--- src/rtl/instr_cycle_sequencer.sv ---
// Q1..Q4 instruction-cycle sequencer with branch flush and SLEEP handling.
// Optional instruction-cycle counter is built only when CYCLE_COUNTER_EN is defined.
module instr_cycle_sequencer #(
    parameter int FLUSH_CYCLES = 1,
    parameter int COUNT_W      = 16
) (
    input  logic               clk,
    input  logic               rst,
    input  logic               branch_taken,
    input  logic               sleep_req,
    input  logic               wake,
    output logic [1:0]         q_phase,
    output logic               instr_rd_en,
    output logic               incr_pc_en,
    output logic               rd_phase_en,
    output logic               exec_en,
    output logic               wr_phase_en,
    output logic               flush,
    output logic               sleeping,
    output logic [COUNT_W-1:0] cycle_count
);

    typedef enum logic [1:0] {
        ST_RUN   = 2'd0,
        ST_FLUSH = 2'd1,
        ST_SLEEP = 2'd2
    } state_t;

    // Counter holds the number of dead cycles still to go after the current one.
    localparam logic [1:0] FLUSH_INIT = 2'(FLUSH_CYCLES - 1);

    state_t     state_q, state_d;
    logic [1:0] phase_q, phase_d;
    logic [1:0] fcnt_q,  fcnt_d;
    logic       cycle_end;

    assign cycle_end = (phase_q == 2'd3);
    assign q_phase   = phase_q;

    always_ff @(posedge clk or negedge rst) begin
        if (!rst) begin
            state_q <= ST_RUN;
            phase_q <= 2'd0;
            fcnt_q  <= 2'd0;
        end else begin
            state_q <= state_d;
            phase_q <= phase_d;
            fcnt_q  <= fcnt_d;
        end
    end

    always_comb begin
        state_d     = state_q;
        phase_d     = phase_q + 2'd1;
        fcnt_d      = fcnt_q;
        instr_rd_en = 1'b0;
        incr_pc_en  = 1'b0;
        rd_phase_en = 1'b0;
        exec_en     = 1'b0;
        wr_phase_en = 1'b0;
        flush       = 1'b0;
        sleeping    = 1'b0;
        unique case (state_q)
            ST_RUN: begin
                instr_rd_en = (phase_q == 2'd0);
                incr_pc_en  = (phase_q == 2'd1);
                rd_phase_en = (phase_q == 2'd1);
                exec_en     = (phase_q == 2'd2);
                wr_phase_en = (phase_q == 2'd3);
                // Branch wins over SLEEP; a SLEEP with wake already pending is a NOP.
                if (cycle_end) begin
                    if (branch_taken) begin
                        state_d = ST_FLUSH;
                        fcnt_d  = FLUSH_INIT;
                    end else if (sleep_req && !wake) begin
                        state_d = ST_SLEEP;
                    end
                end
            end
            ST_FLUSH: begin
                flush = 1'b1;
                if (cycle_end) begin
                    if (fcnt_q == 2'd0) begin
                        state_d = ST_RUN;
                    end else begin
                        fcnt_d = fcnt_q - 2'd1;
                    end
                end
            end
            ST_SLEEP: begin
                sleeping = 1'b1;
                phase_d  = 2'd0;
                if (wake) begin
                    state_d = ST_RUN;
                end
            end
            default: begin
                state_d = ST_RUN;
                phase_d = 2'd0;
            end
        endcase
    end

`ifdef CYCLE_COUNTER_EN
    logic [COUNT_W-1:0] count_q;

    // Dead cycles count as completed cycles; SLEEP never reaches Q4.
    always_ff @(posedge clk or negedge rst) begin
        if (!rst) begin
            count_q <= '0;
        end else if (cycle_end && (state_q != ST_SLEEP)) begin
            count_q <= count_q + COUNT_W'(1);
        end
    end

    assign cycle_count = count_q;
`else
    assign cycle_count = '0;
`endif

endmodule

--- config.mk ---
export PLATFORM = sky130hd
export DESIGN_NAME = instr_cycle_sequencer
export DESIGN_NICKNAME = d
export VERILOG_FILES = /design/src/rtl/instr_cycle_sequencer.sv
export SDC_FILE = /design/constraint.sdc
export NUM_CORES = 1
export LEC_CHECK = 0
export BUFFER_PORTS_ARGS = -buffer_cell sky130_fd_sc_hd__buf_2
export CORE_AREA = 2 2 39 41
export CTS_BUF_LIST = sky130_fd_sc_hd__clkbuf_8
export CTS_CLUSTER_DIAMETER = 30
export DETAILED_ROUTE_END_ITERATION = 7
export DIE_AREA = 0 0 41 43
export GPL_ROUTABILITY_DRIVEN = 0
export PLACE_DENSITY_LB_ADDON = 0.3
export SETUP_SLACK_MARGIN = 0.05
export SLEW_MARGIN = 25
export SYNTH_ARGS = -nofsm -noshare
export SYNTH_HDL_FRONTEND = slang
export SYNTH_SLANG_ARGS = --single-unit
--- constraint.sdc ---
create_clock -name clk -period 1.8 [get_ports clk]
set_clock_uncertainty 0.15 [all_clocks]
set_input_delay 0.09 -clock clk [delete_from_list [all_inputs] [get_ports clk]]
set_output_delay 0.09 -clock clk [all_outputs]
set_load 0.05 [all_outputs]
# ---- Word level (Yosys, flattened, before mapping)
# Cells that the tools add are included.
dict set report classes {
  reduce_logical 9
  mux 19
  eq_ne 12
  add_sub_neg 2
}
# op n
set op_table {}
lappend op_table {{2-bit two-way mux} 11}
lappend op_table {{2-bit inequality test (second input constant)} 6}
lappend op_table {{5-bit AND reduction} 2}
lappend op_table {{2-bit == test (second input constant)} 3}
lappend op_table {{2-bit logical NOT} 3}
lappend op_table {{1-bit two-way mux} 6}
lappend op_table {{2-bit one-hot mux with 3 select lines} 1}
lappend op_table {{2-bit by 1-bit == test with 1-bit output (second input constant)} 2}
lappend op_table {{2-bit one-hot mux with 2 select lines} 1}
lappend op_table {{3-bit inequality test (second input constant)} 1}
lappend op_table {{2-bit by 1-bit adder with 2-bit output (second input constant)} 1}
lappend op_table {{2-bit nonzero test} 1}
lappend op_table {{2-bit OR reduction} 1}
lappend op_table {{2-bit by 1-bit subtractor with 2-bit output (second input constant)} 1}
lappend op_table {{1-bit logical AND} 1}
lappend op_table {{1-bit logical NOT} 1}
dict set report totals {
  ff_bits 6
  output_inout_bits 25
  in_bits 5
}

# ---- Depth between registers and ports, before layout
dict set report depth {
  ltp_word 6
  depth_mapped 5
}

# ---- Worst setup path after synthesis
# OpenSTA, ideal clock, no wires.
dict set report synth_path {
  path_type {flip-flop to output port}
  startpoint {register phase_q[0], in the netlist q_phase[0]}
  endpoint {output rd_phase_en}
  required_time_ns 1.560
  slack_ns -0.044
  path_stages_with_launch 4
  arrival_time_ns 1.604
  cell_sequence {dfrtp_1 > ha_1 > and2_1 > buf_4}
}
dict set report synth_via {
  elab_chain_cells 2
}
# item line
set synth_rtl {}
lappend synth_rtl {{start: declaration} 33} ;# logic [1:0] phase_q, phase_d;
lappend synth_rtl {{start signal: assignment} 47} ;# phase_q <= phase_d;
lappend synth_rtl {{2-bit by 1-bit == test with 1-bit output} -}
lappend synth_rtl {{1-bit two-way mux} -}
lappend synth_rtl {{end: declaration} 15} ;# output logic rd_phase_en,
# No other way between the ends.

# ---- Final worst setup path
dict set report layout_path {
  startpoint {register state_q[1]}
  endpoint {output rd_phase_en}
}
dict set report layout_via {
  elab_chain_cells 2
}
# item line
set layout_rtl {}
lappend layout_rtl {{start: declaration} 32} ;# state_t state_q, state_d;
lappend layout_rtl {{start signal: assignment} 46} ;# state_q <= state_d;
lappend layout_rtl {{2-bit logical NOT} 63} ;# unique case (state_q)
lappend layout_rtl {{1-bit two-way mux} 63}
# No other way between the ends.

==> flow_metrics.py <==
metrics = {
    "power": {
        "power_leakage_nw": 0.3387,
        "pwr_density_cell_nw_per_um2": 1844,
        "peakVddDrop_mv": 0.4732,
    },
    "timing": {
        "timing.final.crit_period_ps": 1561,
        "maxClockFrequency_ghz": 0.6406,
        "timing.final.setup_violations": 0,
        "finalHoldViolations": 0,
        "summed_negative_setup_slack_over_all_endpoints_ps": 0,
        "final.period_utilization": 0.8673,
        "setup_repair_after_global_routing_missed_its_margin": "false",
        "timing.final.max_slew_violations": 0,
        "holdWs_ps": 53.89,
    },
    "hold_path": {
        "hold_path_end": "state_q[0]$_DFFE_PN0P_",
        "hold_path_depth": 3,
        "hold_path.class": "primary input to flip-flop",
        "min_from": "branch_taken",
    },
    "detailed_routing": {
        "drt.antenna.violating_nets": 0,
        "dr_wl_cell_microns": 9.295,
        "route.vias.total": 360,
        "postRouteWirelength_microns": 818,
        "detail_route.vias_per_cell": 4.091,
        "post-route-drc-count": 0,
        "drt_first_iter_violations": 2,
        "dr.pass1.iters": 2,
    },
    "clock_tree": {
        "cts_setup_buffers": 0,
        "cts_max_path_buffers": 2,
        "clk_transition_reported_paths_ps": 40,
        "clockRootBuffer": "clkbuf_8",
        "cts_max_level": 1,
        "cts_sinks": 6,
        "ctsResizeCount": 0,
        "cts_tree": "built",
        "cts_inserted_buffers": 3,
        "cts-hold-fix-buffers": 2,
        "clock_latency_ps": 220,
    },
    "setup_path": {
        "start_kind": "flip-flop",
        "reg2regPathDepth": 4,
        "worst_ep_arrival_time_ps": 1320,
        "setup.worst_path.class": "flip-flop to output pin",
        "critical_path_required_ps": 1560,
        "regToRegEndpoint": "fcnt_q[0]$_DFFE_PN0P_",
        "r2r_slack_ps": 270,
        "worstPathMaxFanout": 9,
        "rr_startpoint": "q_phase[0]$_DFF_PN0_",
        "crit_end_element": "output pin",
    },
    "cells_and_area": {
        "post_route_cells_drive_above_1_share": 0.2917,
        "final_nets": 83,
        "area_delta_synth_final_pct": 12.38,
        "antenna_cells": 0,
    },
    "global_routing": {
        "groute.layer.met3.usage": 0.04712,
        "globalRouteMet1Util": 0.1165,
        "global_route.usage.met2": 0.1594,
        "first_global_vias": 301,
        "grt_pass1_wl_microns": 1235,
        "grt_max_degree": 10,
        "grt_usage": 0.1117,
        "number_of_antenna_violations_at_the_first_check_in_global_routing": 0,
        "total_overflow_reported_by_the_global_router": 0,
        "top_usage_layer": "met2",
    },
    "yosys": {
        "synth-async-reset-ratio": 1.000,
        "post_synth_inst_count": 57,
        "synth_top_family_by_area": "buffers and inverters",
        "synth_simple_gate_area_share": 0.1643,
        "synth_compound_area_frac": 0.1143,
        "synth.ff_latch_count": 6,
        "synth_area_sq_um": 525.5,
        "synthesis.area_per_instance_sq_um": 9.219,
        "synth.top_cells.by_area": "dfrtp_1 (29%), buf_4 (24%), ha_1 (12%)",
        "synthXorXnorAreaFrac": 0,
        "yosysUniqueCellTypes": 21,
        "synthTopCellsByCount": "buf_4 (17), dfrtp_1 (6), ha_1 (5), inv_1 (5), and2_1 (4)",
        "netlist.area_leader.share": 0.2857,
        "yosys_most_used_dff": "dfrtp_1",
        "synth_largest_area_cell": "dfrtp_1",
        "yosysMostFrequentCell": "buf_4",
        "post_synth_fa_ha_maj_area_fraction": 0.1190,
        "synth-warning-count": 0,
        "yosys-mux-area-fraction": 0,
        "post_synth_edffs": 0,
        "synth_sequential_area_ratio": 0.2857,
    },
    "placed_design": {
        "port_buffers": 13,
        "dp_hpwl_microns": 612,
    },
    "die": {
        "die_height_microns": 43,
        "initial_core_util": 0.3797,
        "fp.dieW_microns": 41,
        "io-pin-count": 30,
        "die_area_sq_um": 1763,
        "core_sq_um": 1384,
        "rows": 14,
    },
    "outcome": {
        "run_status": "completed",
    },
    "run": {
        "max-cap-violations": 0,
    },
}
## worst max-delay path by stage
stage	from	to	slack [ps]	cells after the start
after floorplan	q_phase[1]$_DFF_PN0_	fcnt_q[0]$_DFFE_PN0P_	110	4
final	state_q[1]$_DFFE_PN0P_	rd_phase_en	240	3
after global routing	state_q[1]$_DFFE_PN0P_	incr_pc_en	150	3
after detailed placement	q_phase[0]$_DFF_PN0_	fcnt_q[0]$_DFFE_PN0P_	270	4
after global placement	q_phase[0]$_DFF_PN0_	fcnt_q[0]$_DFFE_PN0P_	310	4
after CTS	state_q[1]$_DFFE_PN0P_	rd_phase_en	230	3
## per-stage QoR
step,worst slack [ps],power (mW),instance area [sq um],instances,utilization
6_report,238.9,1.089,590.6,88,0.4268
5_1_grt,151.8,1.169,590.6,88,0.4268
4_1_cts,226.3,1.101,590.6,88,0.4268
3_5_place_dp,274.1,0.8833,525.5,82,0.3797
3_3_place_gp,305.3,0.8777,525.5,82,0.3797
2_1_floorplan,106.3,0.8122,584.3,72,-
## layer usage
metal	share of wire	wire [microns]	vias up
li1	-	-	180
met4	0.023	19	0
met1	0.41	336	160
met5	0	0	-
met2	0.48	395	18
met3	0.081	66	2
## cell type report
class,instances,area [sq um]
Multi-Input combinational cell,42,270.3
Clock buffer,3,41.29
Timing Repair Buffer,15,85.08
Sequential cell,6,151.4
Clock inverter,1,3.754
Fill cell,155,793.3
Inverter,5,18.77
Tap cell,16,20.02
## state kept, by name, summed over array words and instances, names as in the netlist
name	cells
q_phase	2
fcnt_q	2
state_q	2
## power breakdown
part / internal (mW) / leakage [nW] / switching (mW)
sequential: 0.176 / 0.0758 / 0.0594
clock: 0.147 / 0.0269 / 0.0623
combinational: 0.155 / 0.236 / 0.490
total: 0.478 / 0.339 / 0.611
## cell usage in the layout, fill, tap and decap left out
cell type / netlist / routed
a21o_1: 1 / 1
a21oi_1: 1 / 1
a22o_1: 2 / 2
a22o_2: 1 / 1
a311oi_1: 1 / 1
a31oi_1: 1 / 1
and2_1: 4 / 3
and2_2: 0 / 1
and2b_1: 2 / 2
buf_2: 1 / 13
clkbuf_8: 0 / 3
conb_1: 1 / 16
dfrtp_1: 6 / 5
dfrtp_2: 0 / 1
dlygate4sd3_1: 0 / 2
ha_1: 5 / 5
inv_1: 5 / 6
nor2_1: 3 / 3
nor2b_1: 1 / 1
nor2b_2: 1 / 1
nor3_1: 1 / 1
nor4b_2: 1 / 1
o21ai_1: 1 / 1
## cells by family after synthesis
group | after synthesis
AOI/OAI and AO/OA | 8
adders and majority gates | 5
buffers and inverters | 24
DFF | 6
other | 1
and+or+nand+nor | 13
## critical path, cell delays in order, from the launching register on
cell	delay (ps)
dfrtp_1	470
nor2_1	210
and2_2	170
buf_2	250
Power figures use the tool's default switching activity.
